===== config.mk =====
export PLATFORM = sky130hd
export DESIGN_NAME = ota_sd_stim
export DESIGN_NICKNAME = d
export VERILOG_FILES = /design/src/rtl/ota_pkg.sv /design/src/rtl/ota_ramp_gen.sv /design/src/rtl/ota_sd_stim.sv
export SDC_FILE = /design/constraint.sdc
export NUM_CORES = 1
export LEC_CHECK = 0
export CORE_MARGIN = 4
export CORE_UTILIZATION = 61
export DETAILED_ROUTE_END_ITERATION = 16
export PLACE_DENSITY = 0.95
export SETUP_SLACK_MARGIN = 0.2
export SLEW_MARGIN = 20
export SYNTH_ARGS = -nofsm -noshare
export SYNTH_HDL_FRONTEND = slang
export SYNTH_HIERARCHICAL = 1
export SYNTH_SLANG_ARGS = --single-unit

===== constraint.sdc =====
create_clock -name clk -period 7.5 [get_ports clk]
set_clock_uncertainty 0.05 [all_clocks]
set_input_delay 0.75 -clock clk [delete_from_list [all_inputs] [get_ports clk]]
set_output_delay 0.75 -clock clk [all_outputs]
set_load 0.02 [all_outputs]

===== src/rtl/ota_pkg.sv =====
// Shared definitions for the OTA sigma-delta stimulus block: mode encodings,
// FSM states and the default code width.
package ota_pkg;

  localparam int unsigned OTA_WIDTH = 8;

  localparam logic [1:0] MODE_STATIC = 2'b00;
  localparam logic [1:0] MODE_SAW    = 2'b01;
  localparam logic [1:0] MODE_TRI    = 2'b10;

  typedef enum logic [2:0] {
    IDLE,
    STATIC,
    SAW,
    TRI_UP,
    TRI_DOWN
  } ota_state_e;

endpackage


===== src/rtl/ota_ramp_gen.sv =====
// Ramp code generator: prescaler, sawtooth/triangle counter and the
// end-of-period wrap pulse.
module ota_ramp_gen
  import ota_pkg::*;
#(
  parameter int unsigned WIDTH    = OTA_WIDTH,
  parameter int unsigned RAMP_DIV = 16
) (
  input  logic             clk,
  input  logic             rst,
  input  logic             step_en_i,
  input  logic [1:0]       mode_i,
  input  logic             clear_i,
  output logic [WIDTH-1:0] ramp_cnt_o,
  output logic             ramp_wrap_o,
  output logic             turn_o
);

  localparam int unsigned DW = (RAMP_DIV > 1) ? $clog2(RAMP_DIV) : 1;
  localparam logic [DW-1:0] DIV_LAST = DW'(RAMP_DIV - 1);

  logic [DW-1:0]    div_q, div_d;
  logic [WIDTH-1:0] cnt_q, cnt_d;
  logic             down_q, down_d;
  logic             wrap_q, wrap_d;
  logic             step;

  always_comb begin
    div_d  = div_q;
    cnt_d  = cnt_q;
    down_d = down_q;
    wrap_d = 1'b0;
    turn_o = 1'b0;
    step   = step_en_i && !clear_i && (div_q == DIV_LAST);
    if (clear_i) begin
      div_d  = '0;
      cnt_d  = '0;
      down_d = 1'b0;
    end else if (step_en_i) begin
      div_d = step ? '0 : div_q + DW'(1);
      if (step) begin
        if (mode_i != MODE_TRI) begin
          cnt_d  = cnt_q + WIDTH'(1);
          wrap_d = &cnt_q;
        end else if (!down_q) begin
          // At the peak the code holds for one extra step while turning.
          if (&cnt_q) begin
            down_d = 1'b1;
            turn_o = 1'b1;
          end else begin
            cnt_d = cnt_q + WIDTH'(1);
          end
        end else begin
          if (cnt_q == '0) begin
            down_d = 1'b0;
            turn_o = 1'b1;
            wrap_d = 1'b1;
          end else begin
            cnt_d = cnt_q - WIDTH'(1);
          end
        end
      end
    end
  end

  always_ff @(posedge clk) begin
    if (rst) begin
      div_q  <= '0;
      cnt_q  <= '0;
      down_q <= 1'b0;
      wrap_q <= 1'b0;
    end else begin
      div_q  <= div_d;
      cnt_q  <= cnt_d;
      down_q <= down_d;
      wrap_q <= wrap_d;
    end
  end

  assign ramp_cnt_o  = cnt_q;
  assign ramp_wrap_o = wrap_q;

endmodule


===== src/rtl/ota_sd_stim.sv =====
// First-order sigma-delta DAC driving the OTA inputs: static code via
// valid/ready handshake, or sawtooth/triangle sweeps from ota_ramp_gen.
module ota_sd_stim
  import ota_pkg::*;
#(
  parameter int unsigned WIDTH    = OTA_WIDTH,
  parameter int unsigned RAMP_DIV = 16
) (
  input  logic             clk,
  input  logic             rst,
  input  logic             enable,
  input  logic [1:0]       mode,
  input  logic [WIDTH-1:0] code_in,
  input  logic             code_valid,
  output logic             code_ready,
  output logic             dac_out,
  output logic [WIDTH-1:0] cur_code,
  output logic             ramp_wrap
);

  ota_state_e       state_q, state_d, target;
  logic [WIDTH-1:0] acc_q, acc_d;
  logic [WIDTH-1:0] code_q, code_d;
  logic             dac_q, dac_d;
  logic [WIDTH:0]   sum;
  logic [WIDTH-1:0] ramp_cnt;
  logic             in_ramp, same_mode, restart, ramp_run, turn;

  always_comb begin
    target = STATIC;
    if (!enable)                target = IDLE;
    else if (mode == MODE_SAW)  target = SAW;
    else if (mode == MODE_TRI)  target = TRI_UP;
  end

  assign in_ramp = (state_q == SAW) || (state_q == TRI_UP) || (state_q == TRI_DOWN);

  // Both triangle phases belong to the single triangle mode.
  always_comb begin
    case (state_q)
      STATIC:           same_mode = (target == STATIC);
      SAW:              same_mode = (target == SAW);
      TRI_UP, TRI_DOWN: same_mode = (target == TRI_UP);
      default:          same_mode = 1'b0;
    endcase
  end

  assign restart    = (state_q != IDLE) && !same_mode;
  assign ramp_run   = in_ramp && !restart;
  assign code_ready = (state_q == STATIC);
  assign cur_code   = in_ramp ? ramp_cnt : code_q;
  assign sum        = {1'b0, acc_q} + {1'b0, cur_code};

  ota_ramp_gen #(
    .WIDTH    (WIDTH),
    .RAMP_DIV (RAMP_DIV)
  ) u_ramp (
    .clk         (clk),
    .rst         (rst),
    .step_en_i   (ramp_run),
    .mode_i      (mode),
    .clear_i     (!ramp_run),
    .ramp_cnt_o  (ramp_cnt),
    .ramp_wrap_o (ramp_wrap),
    .turn_o      (turn)
  );

  always_comb begin
    state_d = state_q;
    acc_d   = acc_q;
    dac_d   = dac_q;
    code_d  = code_q;
    if (code_valid && code_ready) code_d = code_in;
    if ((state_q == IDLE) || restart) begin
      acc_d   = '0;
      dac_d   = 1'b0;
      state_d = target;
    end else begin
      acc_d = sum[WIDTH-1:0];
      dac_d = sum[WIDTH];
      if (turn) state_d = (state_q == TRI_UP) ? TRI_DOWN : TRI_UP;
    end
  end

  always_ff @(posedge clk) begin
    if (rst) begin
      state_q <= IDLE;
      acc_q   <= '0;
      code_q  <= '0;
      dac_q   <= 1'b0;
    end else begin
      state_q <= state_d;
      acc_q   <= acc_d;
      code_q  <= code_d;
      dac_q   <= dac_d;
    end
  end

  assign dac_out = dac_q;

endmodule


### Yosys cells after proc, flatten, opt, wreduce, memory -nomap -nowiden

Cells that the tools add are included.

| cells by class | value |
|---|---|
| add/sub/neg operators | 4 |
| $mul | 0 |
| div/mod/pow operators | 0 |
| magnitude comparators | 0 |
| eq/ne operators | 13 |
| shift operators | 0 |
| mux-type cells | 22 |
| bitwise operators | 3 |
| reduce and logical (&&, ||, !) cells | 21 |

Operators by type and width:

| operator | number |
|---|---|
| $mux W8 | 5 |
| $eq A3 B2 Y1 const B | 4 |
| $mux W1 | 10 |
| $add A8 B8 Y9 | 1 |
| $mux W3 | 3 |
| $add A8 B1 Y8 const B | 1 |
| $logic_not A8 Y1 | 1 |
| $reduce_and A8 Y1 | 1 |
| $sub A8 B1 Y8 const B | 1 |
| $eq A3 B1 Y1 const B | 2 |
| $mux W2 | 3 |
| $reduce_or A2 Y1 | 3 |
| $reduce_or A3 Y1 | 2 |
| $add A4 B1 Y4 const B | 1 |
| $eq A4 B4 Y1 const B | 1 |
| $logic_and A1 B1 Y1 | 4 |
| $eq A3 B3 Y1 const B | 1 |
| $logic_not A3 Y1 | 1 |
| $logic_or A1 B1 Y1 | 3 |
| $ne A3 B1 Y1 const B | 1 |
| $ne A3 B3 Y1 const B | 1 |
| $not A1 Y1 | 3 |
| $pmux W1 S3 | 1 |
| $reduce_and A3 Y1 | 1 |
| other kinds (7) | 8 |

| word-level totals | value |
|---|---|
| flip-flop bits (word level) | 34 |
| bits in latches | 0 |
| RAM bits | 0 |
| ROM bits | 0 |
| output and inout bits | 11 |
| memories kept | 0 |

### Depth between registers and ports, before layout

Gate-level depths: netlist of the first run.

| depth | value |
|---|---|
| depth after elaboration | 15 |
| gate-level depth with buffers | 15 |
| mapped depth without buffers | 13 |

### Hierarchy

The synthesis of the first run kept the hierarchy.

Modules (own cells, without submodules):

| module | times used | cells an instance | area each (um2) |
|---|---|---|---|
| ota_sd_stim | 1 | 130 | 1,288.7 |
| ota_ramp_gen | 1 | 113 | 1,034.7 |

### Worst setup path before layout of the first run

OpenSTA, ideal clock, no wires.

| path | value |
|---|---|
| kind | input -> register |
| from | input mode[1] |
| to | register state_q[1] |
| library setup time | 132 ps |
| arrival time | 3,194 ps |
| data required time | 7,318 ps |
| setup slack | 4,124 ps |
| cell stages on the path | 14 |
| cells stage by stage | inv_1 ha_1 and4bb_4 a32o_2 nor2_1 or2_1 clkbuf_1 or3_1 buf_6 nor2_1 nand4b_1 o21a_1 o21ai_1 a21oi_1 |

| on the way | value |
|---|---|
| word-level cells in the longest chain between the ends | 14 |

RTL lines:

| what | RTL line | text |
|---|---|---|
| from (decl) | ota_sd_stim.sv:12 | `input logic [1:0] mode,` |
| $eq A2 B2 Y1 | ota_sd_stim.sv:33 | `else if (mode == MODE_TRI) target = TRI_UP;` |
| $mux W2 | ota_sd_stim.sv:33 |  |
| $mux W2 | ota_sd_stim.sv:32 | `else if (mode == MODE_SAW) target = SAW;` |
| $mux W2 | ota_sd_stim.sv:31 | `if (!enable) target = IDLE;` |
| $eq A3 B2 Y1, or another cell as far along | ota_sd_stim.sv:43 | `TRI_UP, TRI_DOWN: same_mode = (target == TRI_UP);` |
| $pmux W1 S3 | ota_sd_stim.sv:40 | `case (state_q)` |
| $logic_not A1 Y1 | ota_sd_stim.sv:48 | `assign restart = (state_q != IDLE) && !same_mode;` |
| $logic_and A1 B1 Y1 | ota_sd_stim.sv:48 |  |
| $logic_not A1 Y1 | ota_sd_stim.sv:49 | `assign ramp_run = in_ramp && !restart;` |
| $logic_and A1 B1 Y1 | ota_sd_stim.sv:49 |  |
| $logic_and A1 B1 Y1 | ota_ramp_gen.sv:34 | `step = step_en_i && !clear_i && (div_q == DIV_LAST);` |
| $mux W1 | ota_ramp_gen.sv:41 | `if (step) begin` |
| $mux W1 (*) | ota_ramp_gen.sv:35 | `if (clear_i) begin` |
| net turn | ota_sd_stim.sv:27 | `logic in_ramp, same_mode, restart, ramp_run, turn;` |
| $reduce_bool A2 Y1 (no line) (*) | - |  |
| to (signal assigned) | ota_sd_stim.sv:92 | `state_q <= state_d;` |
| to (decl) | ota_sd_stim.sv:21 | `ota_state_e state_q, state_d, target;` |

Mark *: on every way through the listed nets, which the timed path passes. The rest lies on a longest branch.
A chain may end at the register's enable or synchronous reset.

### Final worst setup path of the first run

| path | value |
|---|---|
| from | input mode[1] |
| to | register state_q[1] |

| on the way | value |
|---|---|
| word-level cells in the longest chain between the ends | 14 |

RTL lines:

| what | RTL line |
|---|---|
| $eq A2 B2 Y1 | ota_sd_stim.sv:33 |
| $mux W2 | ota_sd_stim.sv:33 |
| $mux W2 (*) | ota_sd_stim.sv:32 |
| $mux W2 (*) | ota_sd_stim.sv:31 |
| $eq A3 B2 Y1, or another cell as far along | ota_sd_stim.sv:43 |
| $pmux W1 S3 (*) | ota_sd_stim.sv:40 |
| $logic_not A1 Y1 (*) | ota_sd_stim.sv:48 |
| $logic_and A1 B1 Y1 (*) | ota_sd_stim.sv:48 |
| $logic_not A1 Y1 (*) | ota_sd_stim.sv:49 |
| $logic_and A1 B1 Y1 (*) | ota_sd_stim.sv:49 |
| net ramp_run | ota_sd_stim.sv:27 |
| $logic_and A1 B1 Y1 | ota_ramp_gen.sv:34 |
| $mux W1 | ota_ramp_gen.sv:41 |
| $mux W1 (*) | ota_ramp_gen.sv:35 |
| net turn | ota_sd_stim.sv:27 |
| $reduce_bool A2 Y1 (no line) (*) | - |

Marks and branches as above.

==> impl_metrics.yaml, run 1 <==
outcome:
  status: "finished clean"
synthesis:
  ys_ff_latch: 34
  synthDistinctLibCells: 57
  synth_simple_gate_area_share: 0.246
  syn-num-nets: 271
  syn_area_per_cell_um2: 9.56
  synth_area_leader_cell: "dfxtp_1"
  yosysSeqAreaShare: 0.293
  synthArstFlopShare: 0
  synth_top_family_by_area: "simple AND/OR/NAND/NOR gates"
  synth_compound_area_frac: 0.201
  synth-edff-count: 0
  synth_top_area_share: 0.293
  synth_ff_type: "dfxtp_1"
  yosysWarnings: 6
  synth.most_common_cell: "dfxtp_1"
  synthTopCellsByArea: "dfxtp_1 29%, a2111oi_4 7.1%, ha_1 7.0%"
  synthTopCellsByCount: "34 x dfxtp_1, 26 x nor2_1, 16 x mux2i_1, 16 x nand2_1, 13 x ha_1"
  synthAdderAreaFrac: 0.0786
  synthXorXnorAreaFrac: 0.0113
  synth_cells: 243
  synth_area_um2: 2320
  synthMuxAreaShare: 0.122
sta:
  period_minus_slack_ns: 4.17
  grt_setup_unrepaired: "false"
  drv_slew: 0
  slew_headroom: 0.506
  tightestPinTransition_ns: 0.741
  final.period_utilization: 0.556
  max_freq_ghz: 0.240
  fin_setup_tns_ns: 0
  finalHoldViolations: 0
  hold_slack_ns: 0.444
  setup_viol: 0
min_path:
  min_path_type: "register to register"
  hold_path_end: "code_q[0]"
  holdCritStartpoint: "code_q[0]"
  hold_depth: 2
worst_setup_path:
  crit_arrival_ns: 4.27
  reg2reg_to: "state_q[1]"
  cp_max_fo: 9
  path_class: "input port to register"
  crit_path_start_kind: "input port"
  worstPathRequired_ns: 7.60
  r2r_cells: 11
  cp-end-kind: "register"
  rrSetupSlack_ns: 4.28
  worstReg2RegStart: "state_q[1]"
global_route:
  grtUsageMet2: 0.359
  grt_pass1_vias: 1920
  use_met3: 0.0406
  grt_max_degree: 22
  antenna_found_initial: 0
  grt-busiest-layer: "met2"
  grt-ovfl-total: 0
  grt_use_total: 0.211
  grt_pass1_wl_um: 8410
  gr-usage-met1: 0.260
clock_tree:
  ctsLongestPathBuffers: 2
  clockRootBuffer: "clkbuf_8"
  cts_tree: "yes"
  ctsResizeCount: 0
  clk_latency_ns: 0.29
  hold_buffers: 0
  cts_sinks: 34
  clkSlewWorstSetupHoldPaths_ns: 0.07
  cts_setup_buffers: 0
  cts_buffers: 5
  htreeDepth: 2
final_layout:
  stdcell_area_um2: 2640
  nNetsFinal: 291
  finalCoreUtilization: 0.720
  fill_cells: 277
  multi_input_area_um2: 1530
  diodes: 0
  regArea_um2: 681
  syn2layout_area_growth_pct: 13.5
  fin_cells: 312
  drive_above_1_share: 0.155
floorplan:
  die_h_um: 69.7
  fp-row-count: 22
  coreArea_um2: 3660
  die_w_um: 69.7
  die_area_um2: 4860
  pin_count: 25
  initial_core_util: 0.635
placement:
  dpl_cell_area_um2: 2550
  place.gp.congestion: 0.909
  io_buffers: 24
  dp_hpwl_um: 3600
  placed_cells: 304
routing:
  final_antenna_net_count: 0
  wl_per_cell_um: 15.6
  drtIter0Drc: 188
  wirelength_um: 4860
  vias_per_cell: 6.18
  vias: 1927
  dr.pass1.iters: 4
  drc_errors: 0
pwr:
  ir_worst_vdd_mv: 0.0831
  power_density_nw_per_um2: 136
  leakage_nw: 0.865
flow_run:
  max_cap_viol_count: 0
-- power by group --
| part | total [mW] | internal [mW] | switching (mW) |
|---|---|---|---|
| sequential | 0.184 | 0.182 | 0.00194 |
| combinational | 0.0335 | 0.0175 | 0.0160 |
| clock | 0.141 | 0.0741 | 0.0673 |
| total | 0.359 | 0.274 | 0.0853 |
-- worst max-delay path by stage --
stage | start | to | slack [ns] | cells past startpoint
detailed placement | mode[1] | state_q[1] | 3.07 | 14
CTS | mode[1] | state_q[1] | 3.37 | 14
global route | mode[1] | state_q[1] | 3.14 | 14
floorplan | mode[1] | state_q[1] | 4.12 | 14
finish | mode[1] | state_q[1] | 3.33 | 14
global placement | mode[1] | state_q[1] | 3.23 | 14
-- sequential cells by signal, summed over array words and instances, names as in the netlist --
name,count
u_ramp/div_q,4
dac_out,1
acc_q,8
u_ramp/ramp_wrap_o,1
state_q,3
u_ramp/down_q,1
u_ramp/ramp_cnt_o,8
code_q,8
-- stage by stage --
stage	power, mW	setup WS, ns
after floorplan	0.208	4.12
after global placement	0.221	3.23
after detailed placement	0.222	3.07
after CTS	0.362	3.37
after global routing	0.374	3.14
final	0.359	3.33
-- cells in the final DEF, fill, tap and decap left out, drive strengths merged, types with 7 or more instances in the layout --
cell | netlist | routed
clkbuf | 3 | 7
inv | 9 | 9
dfxtp | 34 | 34
mux2 | 9 | 9
or3 | 8 | 8
nand2 | 17 | 17
a211oi | 7 | 7
o21ai | 10 | 10
mux2i | 17 | 17
nand3 | 7 | 7
clkdlybuf4s50 | 0 | 24
ha | 13 | 13
nor2 | 29 | 29
-- kinds of logic after synthesis --
| group | count (synthesis) |
|---|---|
| AND/OR/NAND/NOR | 99 |
| multiplexers | 26 |
| XOR/XNOR | 3 |
| flip-flops | 34 |
| adder cells (fa/ha/maj) | 14 |
| AO/OA/AOI/OAI | 47 |
| buffers and inverters | 20 |
-- final cells by class --
cell class,instances,share of cell area
multi-input combinational,189,0.581
sequential,34,0.258
timing repair buffer,24,0.0911
clock buffer,7,0.0327
tap,48,0.0228
inverter,9,0.0128
clock inverter,1,0.00190
-- metal layers --
layer	vias up	part of all wire
li1	943	-
met1	925	0.44
met2	49	0.49
met3	10	0.046
met4	0	0.019
met5	-	0
-- critical path, stage by stage --
cell	delay (ns)
clkdlybuf4s50_1	0.55
inv_1	0.06
ha_1	0.33
and4bb_4	0.35
a32o_2	0.29
nor2_1	0.09
nor2_1	0.31
nand2_2	0.11
or3_1	0.65
nor2_1	0.31
nand4b_1	0.18
o21a_1	0.14
o21ai_1	0.07
a21oi_1	0.07
Note: power is estimated with default switching activity, not from simulation.
==> run 2: changes to the inputs <==
- CORE_UTILIZATION: 61 -> 51
- PLACE_DENSITY: 0.95 -> 0.87
- clock period: 7.5 -> 3.7 ns (I/O delays scaled with it)
==> impl_metrics.yaml, run 2 (synthesis results as in run 1) <==
worst_setup_path:
  crit_path_start_kind: "input port"
  reg2reg_to: "dac_out"
  r2r_cells: 10
  worstPathRequired_ns: 3.80
  path_class: "input port to register"
  rrSetupSlack_ns: 0.84
  setup.worst_path.start: "mode[1]"
  crit_end: "state_q[1]"
  worstReg2RegStart: "state_q[1]"
  cp_max_fo: 6
  cp-end-kind: "register"
  crit_arrival_ns: 3.26
min_path:
  holdCritStartpoint: "code_q[1]"
  min_path_type: "register to register"
clock_tree:
  cts_tree: "yes"
  cts_sinks: 34
  ctsResizeCount: 0
  clockRootBuffer: "clkbuf_8"
  cts_buffers: 5
  ctsLongestPathBuffers: 2
  clkSlewWorstSetupHoldPaths_ns: 0.07
  hold_buffers: 0
  cts_setup_buffers: 0
  clk_latency_ns: 0.29
  htreeDepth: 2
flow_run:
  max_cap_viol_count: 0
sta:
  period_minus_slack_ns: 3.16
  slew_headroom: 0.513
  max_freq_ghz: 0.316
  drv_slew: 0
  final.period_utilization: 0.855
  finalHoldViolations: 0
  setup_viol: 0
  hold_slack_ns: 0.454
  grt_setup_unrepaired: "false"
  fin_setup_tns_ns: 0
  tightestPinTransition_ns: 0.728
final_layout:
  stdcell_area_um2: 2700
  fin_cells: 323
  drive_above_1_share: 0.181
  fill_cells: 369
  syn2layout_area_growth_pct: 16.2
  diodes: 0
  nNetsFinal: 298
  layout_commonest_cell: "dfxtp_1"
  mostFrequentLayoutCells: "34 x dfxtp_1, 26 x nor2_1, 24 x clkdlybuf4s50_1"
routing:
  final_antenna_net_count: 0
  vias: 1930
  drtIter0Drc: 131
  wirelength_um: 5130
  wl_per_cell_um: 15.9
  drc_errors: 0
  dr.pass1.iters: 4
  vias_per_cell: 5.98
global_route:
  antenna_found_initial: 0
  grt_pass1_wl_um: 8750
  grt-ovfl-total: 0
  grt_pass1_vias: 1907
  grt_use_total: 0.203
  grt_max_degree: 22
placement:
  placed_cells: 315
  place.gp.congestion: 0.846
  dpl_cell_area_um2: 2600
  io_buffers: 24
  dp_hpwl_um: 3860
floorplan:
  die_w_um: 75.5
  die_h_um: 75.5
  fp-row-count: 24
  die_area_um2: 5700
  initial_core_util: 0.530
  pin_count: 25
  coreArea_um2: 4380
outcome:
  status: "finished clean"
pwr:
  leakage_nw: 0.900
  ir_worst_vdd_mv: 0.177
  power_density_nw_per_um2: 272
[run 2: worst min-delay path by stage]
stage	cells past startpoint	end	slack, ns
2_1_floorplan	2	code_q[0]	0.40
3_3_place_gp	2	code_q[5]	0.42
3_5_place_dp	2	code_q[3]	0.44
4_1_cts	2	code_q[6]	0.46
5_1_grt	2	code_q[5]	0.48
6_report	2	code_q[1]	0.45
[run 2: worst max-delay path, cell delays in order]
cell and delay (ns):
clkdlybuf4s50_1 0.55, inv_1 0.06, ha_1 0.32, and4bb_4 0.35, a32o_2 0.18, nor2_1 0.05, nor2_1 0.16, nand2_2 0.09
or3_1 0.37, nor2_1 0.27, nand4b_1 0.20, o21a_1 0.15, o21ai_1 0.07, a21oi_1 0.07
[run 2: through the flow]
step / total power, mW / utilization / setup WS (ns)
after CTS: 0.742 / 0.616 / 0.560
after global routing: 0.766 / 0.616 / 0.383
after detailed placement: 0.451 / 0.594 / 0.258
after floorplan: 0.421 / - / 0.704
final: 0.734 / 0.616 / 0.537
after global placement: 0.449 / 0.594 / 0.378
[run 2: metal layers]
metal,part of all wire,up-vias,global-route usage
li1,-,959,-
met5,0,-,0
met1,0.45,923,0.245
met4,0.014,0,0.0718
met3,0.043,8,0.0554
met2,0.49,40,0.345
[run 2: area by class of cell]
cell class,instances,area [um^2],area share
Sequential cell,34,681,0.252
Inverter,9,33.8,0.0125
Clock inverter,2,12.5,0.00464
Tap cell,52,65.1,0.0241
Clock buffer,6,82.6,0.0306
Timing Repair Buffer,31,293,0.108
Multi-Input combinational cell,189,1530,0.567
[run 2: power breakdown]
group / switching [mW] / internal [mW] / total [mW]
clock network: 0.142 / 0.150 / 0.292
registers: 0.00416 / 0.370 / 0.374
logic: 0.0330 / 0.0359 / 0.0689
total: 0.179 / 0.555 / 0.734
